`src/rtl/writeback_arbiter.sv`:
```
// writeback_arbiter
// Final pipeline stage: merges single-cycle ALU results and buffered load
// results into one register-file write per cycle, and tracks outstanding
// writes per architectural register so decode can stall on RAW hazards.
//
// No sequencing FSM here: the only state is the load FIFO, the writeback
// register and the pending scoreboard, all updated on enabled edges.
//
// Arbitration priority (evaluated every cycle):
//   source  | condition
//   LQ head | load FIFO full (guarantees load progress)
//   ALU     | FIFO not full and alu_valid
//   LQ head | FIFO not full, no ALU result, FIFO non-empty
//   none    | otherwise

module writeback_arbiter #(
    parameter int LQ_DEPTH = 2,
    parameter int DATA_W   = 16,
    parameter int REG_AW   = 3
) (
    input  logic                   clk,
    input  logic                   reset_n,
    input  logic                   clock_enable,

    input  logic                   issue_valid,
    input  logic [REG_AW-1:0]      issue_dest,

    input  logic                   alu_valid,
    output logic                   alu_ready,
    input  logic [REG_AW-1:0]      alu_dest,
    input  logic [DATA_W-1:0]      alu_data,

    input  logic                   mem_valid,
    output logic                   mem_ready,
    input  logic [REG_AW-1:0]      mem_dest,
    input  logic [DATA_W-1:0]      mem_data,

    output logic                   reg_write_en,
    output logic [REG_AW-1:0]      reg_write_dest,
    output logic [DATA_W-1:0]      reg_write_data,

    output logic [2**REG_AW-1:0]   pending,
    output logic                   busy
);

    localparam int NREG  = 2**REG_AW;
    localparam int PTR_W = (LQ_DEPTH > 1) ? $clog2(LQ_DEPTH) : 1;
    localparam int CNT_W = PTR_W + 1;
    localparam logic [CNT_W-1:0] LQ_FULL_CNT = CNT_W'(LQ_DEPTH);

    typedef enum logic [1:0] {
        SRC_NONE = 2'd0,
        SRC_ALU  = 2'd1,
        SRC_LQ   = 2'd2
    } src_e;

    // Load FIFO storage and bookkeeping
    logic [REG_AW-1:0]  lq_dest_q [LQ_DEPTH];
    logic [DATA_W-1:0]  lq_data_q [LQ_DEPTH];
    logic [PTR_W-1:0]   lq_wr_ptr_q;
    logic [PTR_W-1:0]   lq_rd_ptr_q;
    logic [CNT_W-1:0]   lq_count_q;
    logic               lq_empty;
    logic               lq_full;
    logic               lq_push;
    logic               lq_pop;

    // Writeback register and scoreboard
    logic               wb_valid_q;
    logic [REG_AW-1:0]  wb_dest_q;
    logic [DATA_W-1:0]  wb_data_q;
    logic [NREG-1:0]    pending_q;
    logic [NREG-1:0]    set_mask;
    logic [NREG-1:0]    clr_mask;

    src_e               src;

    assign lq_empty = (lq_count_q == '0);
    assign lq_full  = (lq_count_q == LQ_FULL_CNT);

    // Ready is held low during reset so no producer believes a transfer
    // completed on an edge whose effect reset discards.
    assign mem_ready = reset_n & clock_enable & ~lq_full;
    assign alu_ready = reset_n & clock_enable & ~lq_full;

    assign lq_push = mem_valid & mem_ready;
    assign lq_pop  = reset_n & clock_enable & (src == SRC_LQ);

    assign reg_write_en   = wb_valid_q & clock_enable;
    assign reg_write_dest = wb_dest_q;
    assign reg_write_data = wb_data_q;
    assign pending        = pending_q;
    assign busy           = ~lq_empty | wb_valid_q | (|pending_q);

    // Pick this cycle's writeback source; a full FIFO pre-empts the ALU
    always_comb begin
        src = SRC_NONE;
        if (lq_full) begin
            src = SRC_LQ;
        end else if (alu_valid) begin
            src = SRC_ALU;
        end else if (!lq_empty) begin
            src = SRC_LQ;
        end
    end

    // Load FIFO data entries; contents need no reset since count gates them
    always_ff @(posedge clk) begin
        if (lq_push) begin
            lq_dest_q[lq_wr_ptr_q] <= mem_dest;
            lq_data_q[lq_wr_ptr_q] <= mem_data;
        end
    end

    // Load FIFO pointers and occupancy; pointers wrap naturally (power-of-two depth)
    always_ff @(posedge clk) begin
        if (!reset_n) begin
            lq_wr_ptr_q <= '0;
            lq_rd_ptr_q <= '0;
            lq_count_q  <= '0;
        end else if (clock_enable) begin
            if (lq_push) begin
                lq_wr_ptr_q <= lq_wr_ptr_q + PTR_W'(1);
            end
            if (lq_pop) begin
                lq_rd_ptr_q <= lq_rd_ptr_q + PTR_W'(1);
            end
            case ({lq_push, lq_pop})
                2'b10:   lq_count_q <= lq_count_q + CNT_W'(1);
                2'b01:   lq_count_q <= lq_count_q - CNT_W'(1);
                default: lq_count_q <= lq_count_q;
            endcase
        end
    end

    // Writeback register: capture the winner, or drop valid and hold dest/data
    always_ff @(posedge clk) begin
        if (!reset_n) begin
            wb_valid_q <= 1'b0;
            wb_dest_q  <= '0;
            wb_data_q  <= '0;
        end else if (clock_enable) begin
            case (src)
                SRC_ALU: begin
                    wb_valid_q <= 1'b1;
                    wb_dest_q  <= alu_dest;
                    wb_data_q  <= alu_data;
                end
                SRC_LQ: begin
                    wb_valid_q <= 1'b1;
                    wb_dest_q  <= lq_dest_q[lq_rd_ptr_q];
                    wb_data_q  <= lq_data_q[lq_rd_ptr_q];
                end
                default: begin
                    wb_valid_q <= 1'b0;
                end
            endcase
        end
    end

    // Scoreboard set/clear masks for this cycle
    always_comb begin
        set_mask = '0;
        clr_mask = '0;
        if (issue_valid) begin
            set_mask[issue_dest] = 1'b1;
        end
        if (reg_write_en) begin
            clr_mask[reg_write_dest] = 1'b1;
        end
    end

    // Scoreboard update; set is applied after clear so a newer issue survives
    always_ff @(posedge clk) begin
        if (!reset_n) begin
            pending_q <= '0;
        end else if (clock_enable) begin
            pending_q <= (pending_q & ~clr_mask) | set_mask;
        end
    end

endmodule

```
`config.mk`:
```
export PLATFORM = sky130hd
export DESIGN_NAME = writeback_arbiter
export DESIGN_NICKNAME = d
export VERILOG_FILES = /design/src/rtl/writeback_arbiter.sv
export SDC_FILE = /design/constraint.sdc
export NUM_CORES = 1
export LEC_CHECK = 0
export CORE_AREA = 2 2 103 105
export DETAILED_ROUTE_END_ITERATION = 8
export DIE_AREA = 0 0 105 107
export PLACE_DENSITY = 0.53
export SLEW_MARGIN = 20
export SYNTH_ARGS = -nofsm -noshare
export SYNTH_HDL_FRONTEND = slang
export SYNTH_SLANG_ARGS = --single-unit
```
`constraint.sdc`:
```
create_clock -name clk -period 2.6 [get_ports clk]
set_input_delay 0.52 -clock clk [delete_from_list [all_inputs] [get_ports clk]]
set_output_delay 0.52 -clock clk [all_outputs]
set_load 0.01 [all_outputs]
```
==> flow_summary.toml <==
[hold_path]
min_path_cells = 2
min_from = "reg_write_data[15]"
hold_path_class = "flop to flop"
hold_end = "reg_write_data[15]"

[routing]
first_iter_violations = 95
antenna_left = 0
via_count = 2330
wl_per_cell_um = 15.95
drc = 0
routed_wl_um = 7623
via_per_inst = 4.874
dr.pass1.iters = 4

[outcome]
outcome = "finished clean"

[timing]
worst_pin_slew_ns = 0.6236
holdWs_ns = 0.4715
fin_crit_sh_pct = 91.33
setup_ws_ns = 0.2254
post-route-min-period_ns = 2.375
skew_ns = 0.008288
max_clock_freq_mhz = 421.1
maxSlewViolCount = 0
slew_headroom_pct = 57.35
hold_viol = 0
final.setup.tns_ns = 0
rsz0062_at_grt = "false"
setup_viol = 0

[global_routing]
overflow = 0
grt_pass1_vias = 2336
grtUsageTotal_pct = 13.83
grt_max_degree = 25
grt_antenna_before_repair = 0
grt_pass1_wl_um = 11960

[setup_path]
r2r_end = "lq_count_q[1]"
crit_type = "input pin to primary output"
path_max_fanout = 4
critPathArrivalTime_ns = 1.85
crit_required_ns = 2.08
cp-start-kind = "input pin"
reg2reg_depth = 6
r2r-start = "lq_count_q[0]"
cp-end-kind = "primary output"
rrSetupSlack_ns = 0.53

[layout]
area_growth_pct = 38.87
seqCellArea_um2 = 1802
post-route-cell-area_um2 = 4113
finalNonFillerCells = 478
nets = 385
drive_above_1_share_pct = 9.649
final_common_cell = "clkdlybuf4s50_1"
mostFrequentLayoutCells = "clkdlybuf4s50_1 (77), edfxtp_1 (38), dfxtp_1 (33)"
antennaDiodeCount = 0
fillCellCount = 1011
utilization_pct = 40.75
multiInputGateArea_um2 = 1047

[pwr]
p_per_area_nw_per_um2 = 604.8
p_total_mw = 2.487
power.leakage_nw = 1.343
peakVddDrop_mv = 0.2631

[yosys]
synth_area_leader_cell = "edfxtp_1"
seq_area_frac_synth_pct = 60.84
yosys_warnings = 0
syn-num-nets = 307
yosysUniqueCellTypes = 36
syn-instance-count = 259
synth_top_area_share_pct = 38.53
syn_avg_cell_area_um2 = 11.43
netlist_area_um2 = 2962
ys_ff_latch = 71
synth_area_leaders = "edfxtp_1 (39%), dfxtp_1 (22%), o31ai_1 (5.8%)"

[clock_network]
post_cts_buffers = 0
cts_tree = "built"
h-tree-depth = 3
root_buffer = "clkbuf_8"
path_clk_slew_ns = 0.07
numCtsBuffers = 9
cts_sinks = 71
cts_resized = 0
postCtsHoldBufs = 0
clock_latency_ns = 0.34
clk_path_buf_depth = 2

[place]
dp_hpwl_um = 5207
dp.cells = 462
port_buffers = 77
gp_congestion = 0.7896
dpl-instance-area_um2 = 3892
dp_slack_ns = 0.1701

[die]
dieArea_um2 = 11240
core_area_um2 = 10090
num_io_pins = 78
fp-row-count = 37
die_x_um = 105
start_util_pct = 29.35
die_height_um = 107

[job]
maxCapViolations = 0
==> state kept, by name, summed over array words and instances, names as in the netlist, named ones only <==
name / count
lq_wr_ptr_q: 1
reg_write_dest: 3
lq_count_q: 2
lq_dest_q: 6
pending: 8
lq_rd_ptr_q: 1
wb_valid_q: 1
lq_data_q: 32
reg_write_data: 16
==> where the power goes <==
part | total [mW] | switching, mW | internal [mW]
logic | 0.284 | 0.130 | 0.154
registers | 1.24 | 0.0234 | 1.22
clock network | 0.964 | 0.422 | 0.541
==> layer usage <==
layer	GRT usage (%)	vias up	wire, µm
met1	16.93	1100	3425
met3	3.404	14	332
li1	-	1153	-
met2	23.01	63	3654
met5	0	-	0
met4	6.381	0	211
==> logic make-up after synthesis <==
logic type | count (synthesis) | synth area share, %
buffers and inverters | 24 | 4.351
AOI/OAI and AO/OA | 83 | 19.01
and+or+nand+nor | 78 | 14.79
adders and majority gates | 1 | 0.4224
DFF | 71 | 60.84
xor gates and xnor gates | 2 | 0.5916
==> worst max-delay path by stage <==
stage	end	start	slack (ns)	cells after the start
final	mem_ready	reset_n	0.23	4
after global routing	busy	lq_count_q[0]	0.15	4
after CTS	mem_ready	reset_n	0.23	4
after detailed placement	lq_count_q[1]	alu_valid	0.17	7
after global placement	lq_count_q[1]	alu_valid	0.19	7
after floorplan	lq_data_q[1][0]	reset_n	0.43	3
==> synthesized netlist by cell type <==
cell type	count
clkbuf_1	7
nor2_1	4
buf_4	4
a21oi_1	32
or4_4	1
nor2b_1	22
nor4_1	1
dfxtp_1	33
or3_1	1
or4b_1	1
nand4_1	1
o21bai_4	1
a2111oi_0	19
xor2_1	1
nand3_1	23
ha_1	1
o21ai_0	7
or2_1	1
and2_4	1
edfxtp_1	38
and3b_1	1
nor2_2	1
and3_1	1
o31ai_1	23
a41o_1	1
nand2b_1	4
nor3_1	3
inv_1	3
xnor2_1	1
nand3b_1	1
and2_1	1
buf_2	7
nand2_2	1
inv_2	1
nand2_1	9
buf_6	2
==> worst max-delay path, cell delays in order <==
cell and delay [ns]:
clkdlybuf4s50_1 0.50, nand2_1 0.12, nor2_1 0.16, clkdlybuf4s50_1 0.55
==> area by class of cell <==
cell class,count,share of cell area [%]
Clock buffer,9,3.012
Clock inverter,7,2.343
Inverter,4,0.3651
Multi-Input combinational cell,164,25.46
Sequential cell,71,43.81
Tap cell,136,4.138
Timing Repair Buffer,87,20.87
Power figures use the tool's default switching activity.
